`src/rtl/booth_mul_scheduler.sv`:
```
// Round-robin front end that shares one sequential signed multiplier among NREQ requesters.
// Optional feature: define ZERO_BYPASS_EN to answer zero-operand requests without using the multiplier.
module booth_mul_scheduler #(
    parameter int NREQ = 4,
    parameter int W    = 8,
    parameter int IDW  = 2
) (
    input  logic              clk,
    input  logic              rst,
    input  logic [NREQ-1:0]   req_valid,
    input  logic [NREQ*W-1:0] req_x,
    input  logic [NREQ*W-1:0] req_y,
    output logic [NREQ-1:0]   req_ready,
    output logic              resp_valid,
    input  logic              resp_ready,
    output logic [IDW-1:0]    resp_id,
    output logic [2*W-1:0]    resp_p,
    output logic              mul_start,
    output logic [W-1:0]      mul_x,
    output logic [W-1:0]      mul_y,
    input  logic              mul_done,
    input  logic [2*W-1:0]    mul_p,
    output logic              busy
);

    typedef enum logic [1:0] {
        IDLE  = 2'd0,
        ISSUE = 2'd1,
        WAIT  = 2'd2,
        RESP  = 2'd3
    } state_t;

    state_t         state, state_nxt;
    logic [IDW-1:0] rr_ptr;
    logic [IDW-1:0] win_id;
    logic [IDW-1:0] cand;
    logic           win_found;
    logic [W-1:0]   win_x, win_y;
    logic           accept;
    logic           zero_op;

    // First valid requester at or after rr_ptr, wrapping modulo NREQ.
    always_comb begin
        win_found = 1'b0;
        win_id    = '0;
        cand      = '0;
        for (int unsigned i = 0; i < NREQ; i++) begin
            cand = IDW'((32'(rr_ptr) + i) % 32'(NREQ));
            if (!win_found && req_valid[cand]) begin
                win_found = 1'b1;
                win_id    = cand;
            end
        end
    end

    assign win_x = req_x[win_id*W +: W];
    assign win_y = req_y[win_id*W +: W];

`ifdef ZERO_BYPASS_EN
    assign zero_op = (win_x == '0) || (win_y == '0);
`else
    assign zero_op = 1'b0;
`endif

    always_ff @(posedge clk) begin
        if (rst) begin
            state <= IDLE;
        end else begin
            state <= state_nxt;
        end
    end

    always_comb begin
        state_nxt  = state;
        req_ready  = '0;
        mul_start  = 1'b0;
        resp_valid = 1'b0;
        accept     = 1'b0;
        busy       = (state != IDLE);
        case (state)
            IDLE: begin
                if (win_found) begin
                    req_ready[win_id] = 1'b1;
                    accept            = 1'b1;
                    state_nxt         = zero_op ? RESP : ISSUE;
                end
            end
            ISSUE: begin
                mul_start = 1'b1;
                state_nxt = WAIT;
            end
            WAIT: begin
                if (mul_done) begin
                    state_nxt = RESP;
                end
            end
            RESP: begin
                resp_valid = 1'b1;
                if (resp_ready) begin
                    state_nxt = IDLE;
                end
            end
            default: state_nxt = IDLE;
        endcase
    end

    // Operands and id are captured at accept so requesters may change them afterwards.
    always_ff @(posedge clk) begin
        if (rst) begin
            rr_ptr  <= '0;
            mul_x   <= '0;
            mul_y   <= '0;
            resp_id <= '0;
            resp_p  <= '0;
        end else begin
            if (accept) begin
                rr_ptr  <= IDW'((32'(win_id) + 32'd1) % 32'(NREQ));
                mul_x   <= win_x;
                mul_y   <= win_y;
                resp_id <= win_id;
                if (zero_op) begin
                    resp_p <= '0;
                end
            end
            if (state == WAIT && mul_done) begin
                resp_p <= mul_p;
            end
        end
    end

endmodule

```
`config.mk`:
```
export PLATFORM = sky130hd
export DESIGN_NAME = booth_mul_scheduler
export DESIGN_NICKNAME = d
export VERILOG_FILES = /design/src/rtl/booth_mul_scheduler.sv
export SDC_FILE = /design/constraint.sdc
export NUM_CORES = 1
export LEC_CHECK = 0
export BUFFER_PORTS_ARGS = -buffer_cell sky130_fd_sc_hd__buf_2
export CAP_MARGIN = 5
export CORE_UTILIZATION = 38
export DETAILED_ROUTE_END_ITERATION = 6
export PLACE_DENSITY = 0.76
export SKIP_CTS_REPAIR_TIMING = 1
export SLEW_MARGIN = 40
export SYNTH_ARGS = -nofsm -noshare
export SYNTH_HDL_FRONTEND = slang
export SYNTH_SLANG_ARGS = --single-unit
export TNS_END_PERCENT = 1
```
`constraint.sdc`:
```
create_clock -name clk -period 1.9 [get_ports clk]
set_input_delay 0.19 -clock clk [delete_from_list [all_inputs] [get_ports clk]]
set_output_delay 0.19 -clock clk [all_outputs]
set_load 0.03 [all_outputs]
```
Yosys cells after proc, flatten, opt, wreduce, memory -nomap -nowiden
Index checks and enable logic that the tools add are counted.
{"block": "totals", "regBits": 38, "in_bits": 88, "wordCells": 63}
{"block": "classes", "add_sub_neg": 4, "order_cmp": 6, "eq_ne": 6, "n_shift": 2, "mux": 28, "n_reduce_logical": 11}
{"operator": "$shiftx 32x6->8", "count": 2}
{"operator": "$lt 2x3->1 const B", "count": 5}
{"operator": "$mux 2", "count": 7}
{"operator": "$mux 1", "count": 13}
{"operator": "$bmux 1 s2", "count": 4}
{"operator": "$mux 4", "count": 2}
{"operator": "$pmux 2 s4", "count": 1}
{"operator": "$ne 2x2->1 const B", "count": 3}
{"operator": "$logic_and 1x1->1", "count": 5}
{"operator": "$add 2x1->2 const B", "count": 2}
{"operator": "$add 2x2->2 const B", "count": 2}
{"operator": "$eq 2x2->1 const B", "count": 2}
{"operator": "$logic_not 1->1", "count": 3}
{"operator": "$reduce_and 3->1", "count": 1}
{"operator": "$demux 1 s2", "count": 1}
{"operator": "$eq 2x1->1 const B", "count": 1}
{"operator": "$ge 2x1->1 const B", "count": 1}
{"operator": "$logic_not 2->1", "count": 1}
{"operator": "$reduce_bool 2->1", "count": 1}

Logic depth before layout (Yosys ltp)
Gate-level depths: netlist of the first run.
{"block": "logic_depth", "ltp_word": 18, "mapped_depth": 8, "depth_no_buf": 7}

Worst setup path after synthesis of the first run
OpenSTA, ideal clock, no wires.
{"block": "synth_timing", "path_type": "register to output", "from": "register rr_ptr[1]", "to": "output req_ready[1]", "arrival_time_ns": 1.759, "required_ns": 1.710, "setup_slack_ns": -0.049, "stages_incl_launch_ff": 8, "path_buffers": 2, "path_cell_list": "dfxtp_1 > mux2i_1 > o22ai_2 > nor2_2 > buf_6 > buf_6 > nand2_1 > nor2_1"}
{"block": "synth_via", "elab_chain_len": 18, "word_cells_on_any_way": 32, "cone_classes": "3 x add/sub; 2 x order compare; 20 x mux; 7 x reduce/logical"}
{"element": "start: declaration", "line_no": "34", "text": "logic [IDW-1:0] rr_ptr;"}
{"element": "start signal: assignment", "line_no": "117", "text": "rr_ptr <= IDW'((32'(win_id) + 32'd1) % 32'(NREQ));"}
{"element": "parallel branches: the longest is 16 deep, another holds $lt 2x3->1"}
{"element": "$mux 4 (*)", "line_no": "82", "text": "if (win_found) begin"}
{"element": "$mux 4 (*)", "line_no": "80", "text": "case (state)"}
{"element": "end: declaration", "line_no": "13", "text": "output logic [NREQ-1:0] req_ready,"}
Every way passes the cells marked *. The select of a mux whose other input is x is not followed.

Worst setup path after layout of the first run
{"block": "layout_timing", "from": "register rr_ptr[1]", "to": "register mul_y[5]"}
{"block": "layout_via", "elab_chain_len": 14, "word_cells_on_any_way": 28, "cone_classes": "3 x add/sub; 1 x shift; 18 x mux; 6 x reduce/logical"}
{"element": "parallel branches: the longest is 14 deep, another holds $add 2x1->2"}
{"element": "end signal: assignment", "line_no": "119", "text": "mul_y <= win_y;"}
{"element": "end: declaration", "line_no": "20", "text": "output logic [W-1:0] mul_y,"}
Several ways; the timed one is not identified. The select of a mux whose other input is x is not followed.
A chain may end at the register's enable or synchronous reset.

==> results of run 1 <==
==> per-layer routing <==
metal / vias up / wire [um] / GRT usage (%)
met5: - / 0 / 0
met4: 0 / 37 / 5.77
met3: 2 / 305 / 4.12
met2: 81 / 2720 / 32.5
met1: 948 / 2320 / 23.2
li1: 1081 / - / -
==> final cells by class <==
type                    instances  area share [%]
multi-input cells             171            39.8
repair buffers                141            27.0
flip-flops and latches         38            26.9
well taps                      67            2.94
clock buffers                   5            2.42
inverters                       5           0.659
clock inverters                 2           0.351
==> cell usage in the layout, fill, tap and decap left out, drive strengths merged <==
cell type,netlist,final
a211oi,2,2
a21o,1,1
a21oi,28,28
a221o,6,6
a221oi,1,1
a311oi,1,1
and2,1,1
buf,5,139
clkbuf,8,7
clkinv,0,2
dfxtp,38,38
ha,4,4
inv,5,5
mux2,6,6
mux2i,21,21
nand2,48,48
nand2b,4,4
nand3,6,6
nor2,13,13
nor2b,2,2
nor3,3,3
nor4,1,1
o21ai,7,7
o221ai,10,10
o22a,1,1
o22ai,1,1
or2,1,1
or3,1,1
or4,1,1
xnor2,1,1
==> worst paths after layout <==
check	startpoint	end	slack, ns	depth (start not counted)
hold reg to reg	resp_p[13]	resp_p[13]	0.45	2
hold / removal	mul_p[12]	resp_p[12]	0.14	3
setup reg to reg	rr_ptr[1]	mul_y[5]	0.04	7
setup / recovery	rr_ptr[1]	mul_y[5]	0.04	7
==> flip-flops by register name (all words and copies together), names as in the netlist <==
name	count
resp_id	2
rr_ptr	2
resp_p	16
mul_y	8
mul_x	8
state	2
==> cell families after synthesis <==
| family | Yosys count | synth area share (%) |
|---|---|---|
| and+or+nand+nor | 81 | 17.8 |
| DFF | 38 | 38.8 |
| muxes | 27 | 15.1 |
| xor gates and xnor gates | 1 | 0.447 |
| AOI/OAI and AO/OA | 58 | 20.1 |
| adders and majority gates | 4 | 2.56 |
| buffers and inverters | 18 | 5.05 |
==> power by group <==
part	leakage (nW)	internal, W	switching [W]	total (W)
clock	0.0438	0.000246	0.000262	0.000508
sequential	0.312	0.00106	0.000153	0.00121
combinational	1.04	0.000884	0.00139	0.00227
total	1.39	0.00219	0.00180	0.00399
==> worst register-to-register path: stages, from the launching register on <==
cell and delay [ns]:
dfxtp_4 0.36, nand2b_1 0.20, a21oi_2 0.24, nor2_4 0.06, buf_4 0.15, buf_12 0.14
mux2_4 0.29, a221o_1 0.32
==> metrics by stage <==
step	setup TNS, ns	std cells	cell area [um^2]	hold WS [ns]
4_1_cts	-0.382	428	2800	0.132
3_3_place_gp	0	421	2720	0.430
2_1_floorplan	-0.0975	227	1960	0.326
5_1_grt	-0.291	429	2850	0.135
6_report	0	429	2850	0.143
3_5_place_dp	0	421	2720	0.437
==> impl_results.md, run 1 <==
- Status: complete, no violations
- Largest cells by area after synthesis: dfxtp_1, mux2i_1, nand2_1, a21oi_1, o221ai_1
- Vias: 2,112
- Worst slew pin tran: 0.704 ns
- Seq. cell area: 766 um^2
- Total Routing Usage GR: 18.8%
- Final Net Count: 454
- Die Ht: 73.8 um
- Largest stage delay, worst path: 0.36 ns
- WP data required: 2.06 ns
- Post-synth ARST share: 0%
- Worst setup path category: flip-flop to flip-flop
- Register area share after synthesis: 38.8%
- Layout cell share with drive strength beyond 1: 45.9%
- H-Tree Depth: 2
- Synth top area share: 38.8%
- Die X: 73.8 um
- Number of global-route vias before repair: 1,823
- # setup viols final: 0
- Reg clk slew, reported paths: 0.07 ns
- Syn_area_per_cell: 8.63 um^2
- Pwr Total: 0.00399 W
- Area of the multi-input gates: 0.00113 mm^2
- Leakage power total: 1.39 nW
- Syn Nets: 319
- Fmax: 0.537 GHz
- Root buf cell: clkbuf_8
- Tightest Hold Check Type: input pin to flip-flop
- Peak VDD IR: 0.727 mV
- Post-route ant nets: 0
- Startpoint Class: flip-flop
- DR iter-0 viols: 80
- ANT cells: 0
- FILL cells: 448
- Critical Path, Cell by Cell: nand2b_1 -> a21oi_2 -> nor2_4 -> buf_4 -> buf_12 -> mux2_4 -> a221o_1
- EDFF count, synth: 0
- Initial antenna violation count: 0
- Synth Register Bits: 38
- Most common cell in the synthesized netlist: nand2_1
- Post-synth top cells: nand2_1, dfxtp_1, a21oi_1
- Synthesized cell area: 0.00196 mm^2
- Initial cell density of the core: 40.4%
- Final wirelength: 5.38 mm
- Final hold vios: 0
- Mapped Cells: 227
- DR DRC count: 0
- First-pass GRT wire length: 7.98 mm
- CTS max path bufs: 2
- Cell accounting for the most synthesized area: dfxtp_1
- Final slew viol count: 0
- Synth warnings: 0
- Via density: 4.92
- GR Overflow Total: 0
- # port buffers: 128
- Drt pass-1 iters: 4
- Max-cap violations: 0
- Number of distinct library cells after synthesis: 34
- Worst Setup Slack, final: 0.0368 ns
- Clock sinks: 38
- Crit path arrival time: 2.03 ns
- Max_slew headroom: 52.7%
- Rows: 25
- Wire per inst: 12.5 um
- Fin crit period: 1.86 ns
- Setup slack after placement: 0.0266 ns
- Placer Congestion: 0.767
- Crit end category: flip-flop
- Critical path's slowest cell: dfxtp_4
- Core Footprint: 0.00485 mm^2
- Final period util: 98.1%
- Skew final: 0.00391 ns
- Largest net degree at the start of global routing: 21
- # IOs: 129
- Area of the die: 0.00544 mm^2
- Clock Latency Late Sink: 0.27 ns
- Cell family with most CP delay: compound AO/OA/AOI/OAI gates
- Num CTS Buffers: 5
- Main flop type after synthesis: dfxtp_1
- Critical path buffers and inverters: 2
- CTS tree: done
- P&R area growth vs syn: 45.4%
- Hpwl dp: 4.09 mm
- RSZ-0062 raised after global routing: true
- Max FO, Critical Path: 6
- Fin util: 58.7%
- Pwr dens: 1400 mW/mm^2
Power figures use the tool's default switching activity.
==> inputs of run 2 (changes only) <==
--- a/config.mk
+++ b/config.mk
@@ -7,9 +7,10 @@
 export LEC_CHECK = 0
 export BUFFER_PORTS_ARGS = -buffer_cell sky130_fd_sc_hd__buf_2
 export CAP_MARGIN = 5
-export CORE_UTILIZATION = 38
+export CORE_UTILIZATION = 39
+export CTS_BUF_LIST = sky130_fd_sc_hd__clkbuf_8
 export DETAILED_ROUTE_END_ITERATION = 6
-export PLACE_DENSITY = 0.76
+export PLACE_DENSITY = 0.78
 export SKIP_CTS_REPAIR_TIMING = 1
 export SLEW_MARGIN = 40
 export SYNTH_ARGS = -nofsm -noshare
==> constraint.sdc (replaced) <==
create_clock -name clk -period 1.7 [get_ports clk]
set_input_delay 0.17 -clock clk [delete_from_list [all_inputs] [get_ports clk]]
set_output_delay 0.17 -clock clk [all_outputs]
set_load 0.03 [all_outputs]
==> run 2 against run 1 <==
Compared with the run above:
- the run now ends with negative setup slack left
- clock-buffer cell count grew 1
- utilization rose by 6.5 points
- total power increased by 31%
- global-route usage increased by 2.5 points
- critical path depth unchanged
- combinational power rose by 29%
- die area is 2.5% lower
- critical path type is now flip-flop to output port
- sequential cell count unchanged
==> impl_results.md, run 2 (same netlist as run 1, synthesis figures left out) <==
- Worst setup path category: flip-flop to output port
- WHS: 0.112 ns
- Critical path's slowest cell: dfxtp_4
- Layout cell share with drive strength beyond 1: 50.9%
- Post-route ant nets: 0
- Final hold vios: 0
- CTS max path bufs: 2
- FILL cells: 414
- Fmax: 0.559 GHz
- Max_slew headroom: 63.5%
- Final wirelength: 5.70 mm
- ANT cells: 0
- Failing checks: negative setup slack
- Via density: 4.93
- Final Net Count: 468
- # setup viols final: 16
- Largest stage delay, worst path: 0.39 ns
- Die Ht: 72.9 um
- Max FO, Critical Path: 4
- Worst Setup Slack, final: -0.0899 ns
- Max-cap violations: 0
- CTS tree: done
- DR iter-0 viols: 80
- Peak VDD IR: 0.739 mV
- Placer Congestion: 0.757
- Vias: 2,190
- Pwr dens: 1670 mW/mm^2
- Regs by FF count: resp_p x16, mul_x x8, mul_y x8
- Leakage power total: 1.51 nW
- Hpwl dp: 4.28 mm
- Startpoint Class: flip-flop
- Area post-placement: 0.00282 mm^2
- Final Cell Area: 0.00312 mm^2
- Initial cell density of the core: 40.9%
- P&R area growth vs syn: 59.6%
- Area of the multi-input gates: 0.00119 mm^2
- Num CTS Buffers: 5
- Skew final: 0.00998 ns
- Clock Latency Late Sink: 0.29 ns
- Clock sinks: 38
- First-pass GRT wire length: 8.70 mm
- # port buffers: 128
- Die X: 72.9 um
- Most common cell after layout, fill and taps aside: buf_2
- H-Tree Depth: 2
- Fin util: 65.3%
- Setup slack after placement: -0.216 ns
- Worst slew pin tran: 0.547 ns
- Most flop-heavy register: resp_p
- RSZ-0062 raised after global routing: true
- Reg clk slew, reported paths: 0.08 ns
- Drt pass-1 iters: 4
- WP data required: 1.53 ns
- Tightest Hold Check Type: input pin to flip-flop
- Seq. cell area: 768 um^2
- Most frequent cells in the layout: buf_2, nand2_1, dfxtp_1
- GR Overflow Total: 0
- Final slew viol count: 0
- DR DRC count: 0
- Root buf cell: clkbuf_8
- Rows: 25
- Status: finished with violations
- Number of global-route vias before repair: 1,977
- Initial antenna violation count: 0
- Flip-flop count of the largest register after layout: 16
- Largest net degree at the start of global routing: 26
- Core Footprint: 0.00479 mm^2
- Total Routing Usage GR: 21.3%
- # IOs: 129
- Critical Path, Cell by Cell: mux2i_4 -> o22ai_4 -> nor2_4 -> buf_6 -> nand2_4 -> nor2_4 -> buf_6
- Crit end category: output port
- Wire per inst: 12.8 um
- Fin crit period: 1.79 ns
- Final period util: 105%
- Crit path arrival time: 1.62 ns
- Area of the die: 0.00531 mm^2
-- run 2: cell count changes in the layout (fill, tap and decap cells not counted), sizes merged --
cell | previous run | this run
buf | 139 | 155
bufinv | 0 | 2
clkbuf | 7 | 6
clkinv | 2 | 0
-- run 2: cell type report --
class | count | area share [%]
inverter | 5 | 0.601
clock buffer | 6 | 2.64
sequential | 38 | 24.6
tap | 67 | 2.68
multi-input combinational | 171 | 38.2
clock inverter | 2 | 1.92
timing repair buffer | 155 | 29.3
-- run 2: critical path, delay by kind of cell (launching register included) --
family | cells | cell delay (ns)
AND/OR/NAND/NOR | 3 | 0.30
multiplexers | 1 | 0.26
AO/OA/AOI/OAI | 1 | 0.11
flip-flops | 1 | 0.39
buffers and inverters | 2 | 0.26
-- run 2: worst paths after layout --
kind | start | to | slack, ns | cells past startpoint
worst max-delay path | rr_ptr[1] | req_ready[3] | -0.09 | 7
worst min-delay path | mul_p[6] | resp_p[6] | 0.11 | 3
worst min register to register | resp_p[8] | resp_p[8] | 0.45 | 2
worst max register to register | rr_ptr[1] | mul_y[4] | -0.09 | 6
-- run 2: layer usage --
metal | part of all wire [%] | up-vias | global-route usage [%]
met5 | 0 | - | 0
met3 | 6.3 | 5 | 4.83
met4 | 0.56 | 0 | 5.88
met1 | 44 | 983 | 27.2
met2 | 49 | 96 | 36.1
li1 | - | 1106 | -
-- run 2: where the power goes --
part           internal, W  switching [W]  total [W]
registers          0.00118       0.000157    0.00134
logic              0.00124        0.00168    0.00293
clock network     0.000626       0.000317   0.000943
-- run 2: through the flow --
stage	power, W	TNS (ns)	std cells
after floorplan	0.00311	-1.34	227
after global placement	0.00394	-0.960	433
after detailed placement	0.00399	-2.46	433
after CTS	0.00495	-3.92	441
after global routing	0.00553	-2.24	444
final	0.00521	-0.868	444
==> inputs of run 3 (changes only) <==
--- a/config.mk
+++ b/config.mk
@@ -7,10 +7,10 @@
 export LEC_CHECK = 0
 export BUFFER_PORTS_ARGS = -buffer_cell sky130_fd_sc_hd__buf_2
 export CAP_MARGIN = 5
-export CORE_UTILIZATION = 39
+export CORE_UTILIZATION = 43
 export CTS_BUF_LIST = sky130_fd_sc_hd__clkbuf_8
 export DETAILED_ROUTE_END_ITERATION = 6
-export PLACE_DENSITY = 0.78
+export PLACE_DENSITY = 0.82
 export SKIP_CTS_REPAIR_TIMING = 1
 export SLEW_MARGIN = 40
 export SYNTH_ARGS = -nofsm -noshare
==> constraint.sdc (replaced) <==
create_clock -name clk -period 2 [get_ports clk]
set_input_delay 0.2 -clock clk [delete_from_list [all_inputs] [get_ports clk]]
set_output_delay 0.2 -clock clk [all_outputs]
set_load 0.03 [all_outputs]
==> run 3 against run 2 <==
Compared with the run above:
- the flow still finishes with violations (negative setup slack)
- utilization shrank 1.9 points
- non-clock buffer count decreased by 18
- clock power is 44% lower
- combinational power down 30%
- final area down 12%
- via count down 3.7%
- worst hold slack improved by 0.037 ns
- wire length shrank 7.9%
- critical path depth is 1 lower
- critical endpoint is now req_ready[0]
- largest power group unchanged
- highest routed layer unchanged
==> impl_results.md, run 3 (same netlist as run 1, synthesis figures left out) <==
- # IOs: 129
- WHS: 0.149 ns
- Placer Congestion: 0.786
- DR iter-0 viols: 120
- GR Overflow Total: 0
- Worst slew pin tran: 0.668 ns
- Startpoint Class: flip-flop
- WP data required: 1.80 ns
- Status: finished with violations
- DR DRC count: 0
- Drt pass-1 iters: 4
- Clock Latency Late Sink: 0.28 ns
- Skew final: 0.00670 ns
- Num CTS Buffers: 5
- # port buffers: 128
- CTS tree: done
- # setup viols final: 2
- FILL cells: 383
- Final slew viol count: 0
- R2r endpoint: mul_y[3]
- Most frequent cells in the layout: buf_2, nand2_1, dfxtp_1
- Worst Setup Slack, final: -0.0452 ns
- Hold_sp: mul_p[3]
- Setup slack after placement: 0.00482 ns
- CTS max path bufs: 2
- Post-Layout Cell Count: 411
- Regs by FF count: resp_p x16, mul_x x8, mul_y x8
- Fmax: 0.489 GHz
- Fin crit period: 2.05 ns
- Failing checks: negative setup slack
- Max FO, Critical Path: 7
- Final period util: 102%
- Hpwl dp: 4.02 mm
- P&R area growth vs syn: 40.8%
- ANT cells: 0
- Largest net degree at the start of global routing: 21
- Tightest Hold Check Type: input pin to flip-flop
- Post-route ant nets: 0
- Final wirelength: 5.25 mm
- Die Ht: 69.5 um
- Rows: 24
- Core Footprint: 0.00435 mm^2
- Die X: 69.5 um
- Flip-flop count of the largest register after layout: 16
- Pwr Total: 0.00371 W
- Crit path arrival time: 1.85 ns
- Hold EP: resp_p[3]
- Pwr dens: 1350 mW/mm^2
- Leakage power total: 1.37 nW
- Most common cell after layout, fill and taps aside: buf_2
- Setup TNS: -0.0751 ns
- Wire per inst: 12.8 um
- Initial antenna violation count: 0
- Worst hold path stage count: 3
- Max_slew headroom: 55.4%
- Reg2Reg Depth: 5
- Crit end category: output port
- H-Tree Depth: 2
- R2r setup slk: 0.09 ns
- Peak VDD IR: 0.646 mV
- Max-cap violations: 0
- Root buf cell: clkbuf_8
- Most flop-heavy register: resp_p
- Final Net Count: 450
- Clock sinks: 38
- Via density: 5.13
- Worst setup path category: flip-flop to output port
- Final hold vios: 0
- Initial cell density of the core: 45.0%
- Layout cell share with drive strength beyond 1: 44.3%
- Area of the die: 0.00483 mm^2
- RSZ-0062 raised after global routing: true
- Number of global-route vias before repair: 1,962
- Vias: 2,110
- Total Routing Usage GR: 21.7%
- First-pass GRT wire length: 8.49 mm
- Cells after DPL: 401
- Worst reg2reg path startpoint: rr_ptr[1]
- Reg clk slew, reported paths: 0.07 ns
[run 3: cell count changes in the layout (fill, tap and decap cells not counted), moves of 3 or more]
cell	previous run	this run
buf_2	124	128
buf_4	20	9
buf_6	8	0
mux2i_1	18	21
nor2_1	6	10
[run 3: final cells by class]
type                       count  area [um^2]  area share (%)
sequential                    38          761            27.6
clock inverter                 2         8.76           0.318
timing repair buffer         137          708            25.7
inverter                       5         18.8           0.681
tap                           52         65.1            2.36
clock buffer                   6         82.6            2.99
multi-input combinational    171         1110            40.4
[run 3: per-layer routing]
metal / vias up / share of wire [%] / GRT usage (%)
met5: - / 0 / 0
met4: 0 / 2.0 / 9.30
met3: 12 / 5.3 / 6.25
met2: 76 / 53 / 39.7
met1: 953 / 40 / 23.0
li1: 1069 / - / -
[run 3: stage by stage]
stage / utilization (%) / cell area [um^2]
after CTS: 62.8 / 2740
after floorplan: - / 1960
after global routing: 63.3 / 2760
after detailed placement: 60.7 / 2640
final: 63.3 / 2760
after global placement: 60.7 / 2640
[run 3: worst max-delay path by stage]
| stage | from | to | depth (start not counted) |
|---|---|---|---|
| after floorplan | rr_ptr[1] | req_ready[1] | 7 |
| after global placement | req_valid[1] | mul_x[6] | 5 |
| after detailed placement | rr_ptr[1] | mul_y[1] | 5 |
| after CTS | rr_ptr[1] | req_ready[3] | 6 |
| after global routing | rr_ptr[1] | req_ready[0] | 6 |
| final | rr_ptr[1] | req_ready[0] | 6 |
[run 3: critical path: stages, from the launching register on]
cell and delay [ns]:
dfxtp_1 0.41, mux2i_1 0.29, o22ai_2 0.15, buf_4 0.18, o21ai_0 0.28, nor2_1 0.08, buf_2 0.19
[run 3: report_power, final]
| part | switching, W | internal, W | total (W) |
|---|---|---|---|
| Combinational | 0.00129 | 0.000745 | 0.00204 |
| Sequential | 0.000148 | 0.000997 | 0.00115 |
| Clock | 0.000255 | 0.000273 | 0.000528 |
| Total | 0.00170 | 0.00202 | 0.00371 |
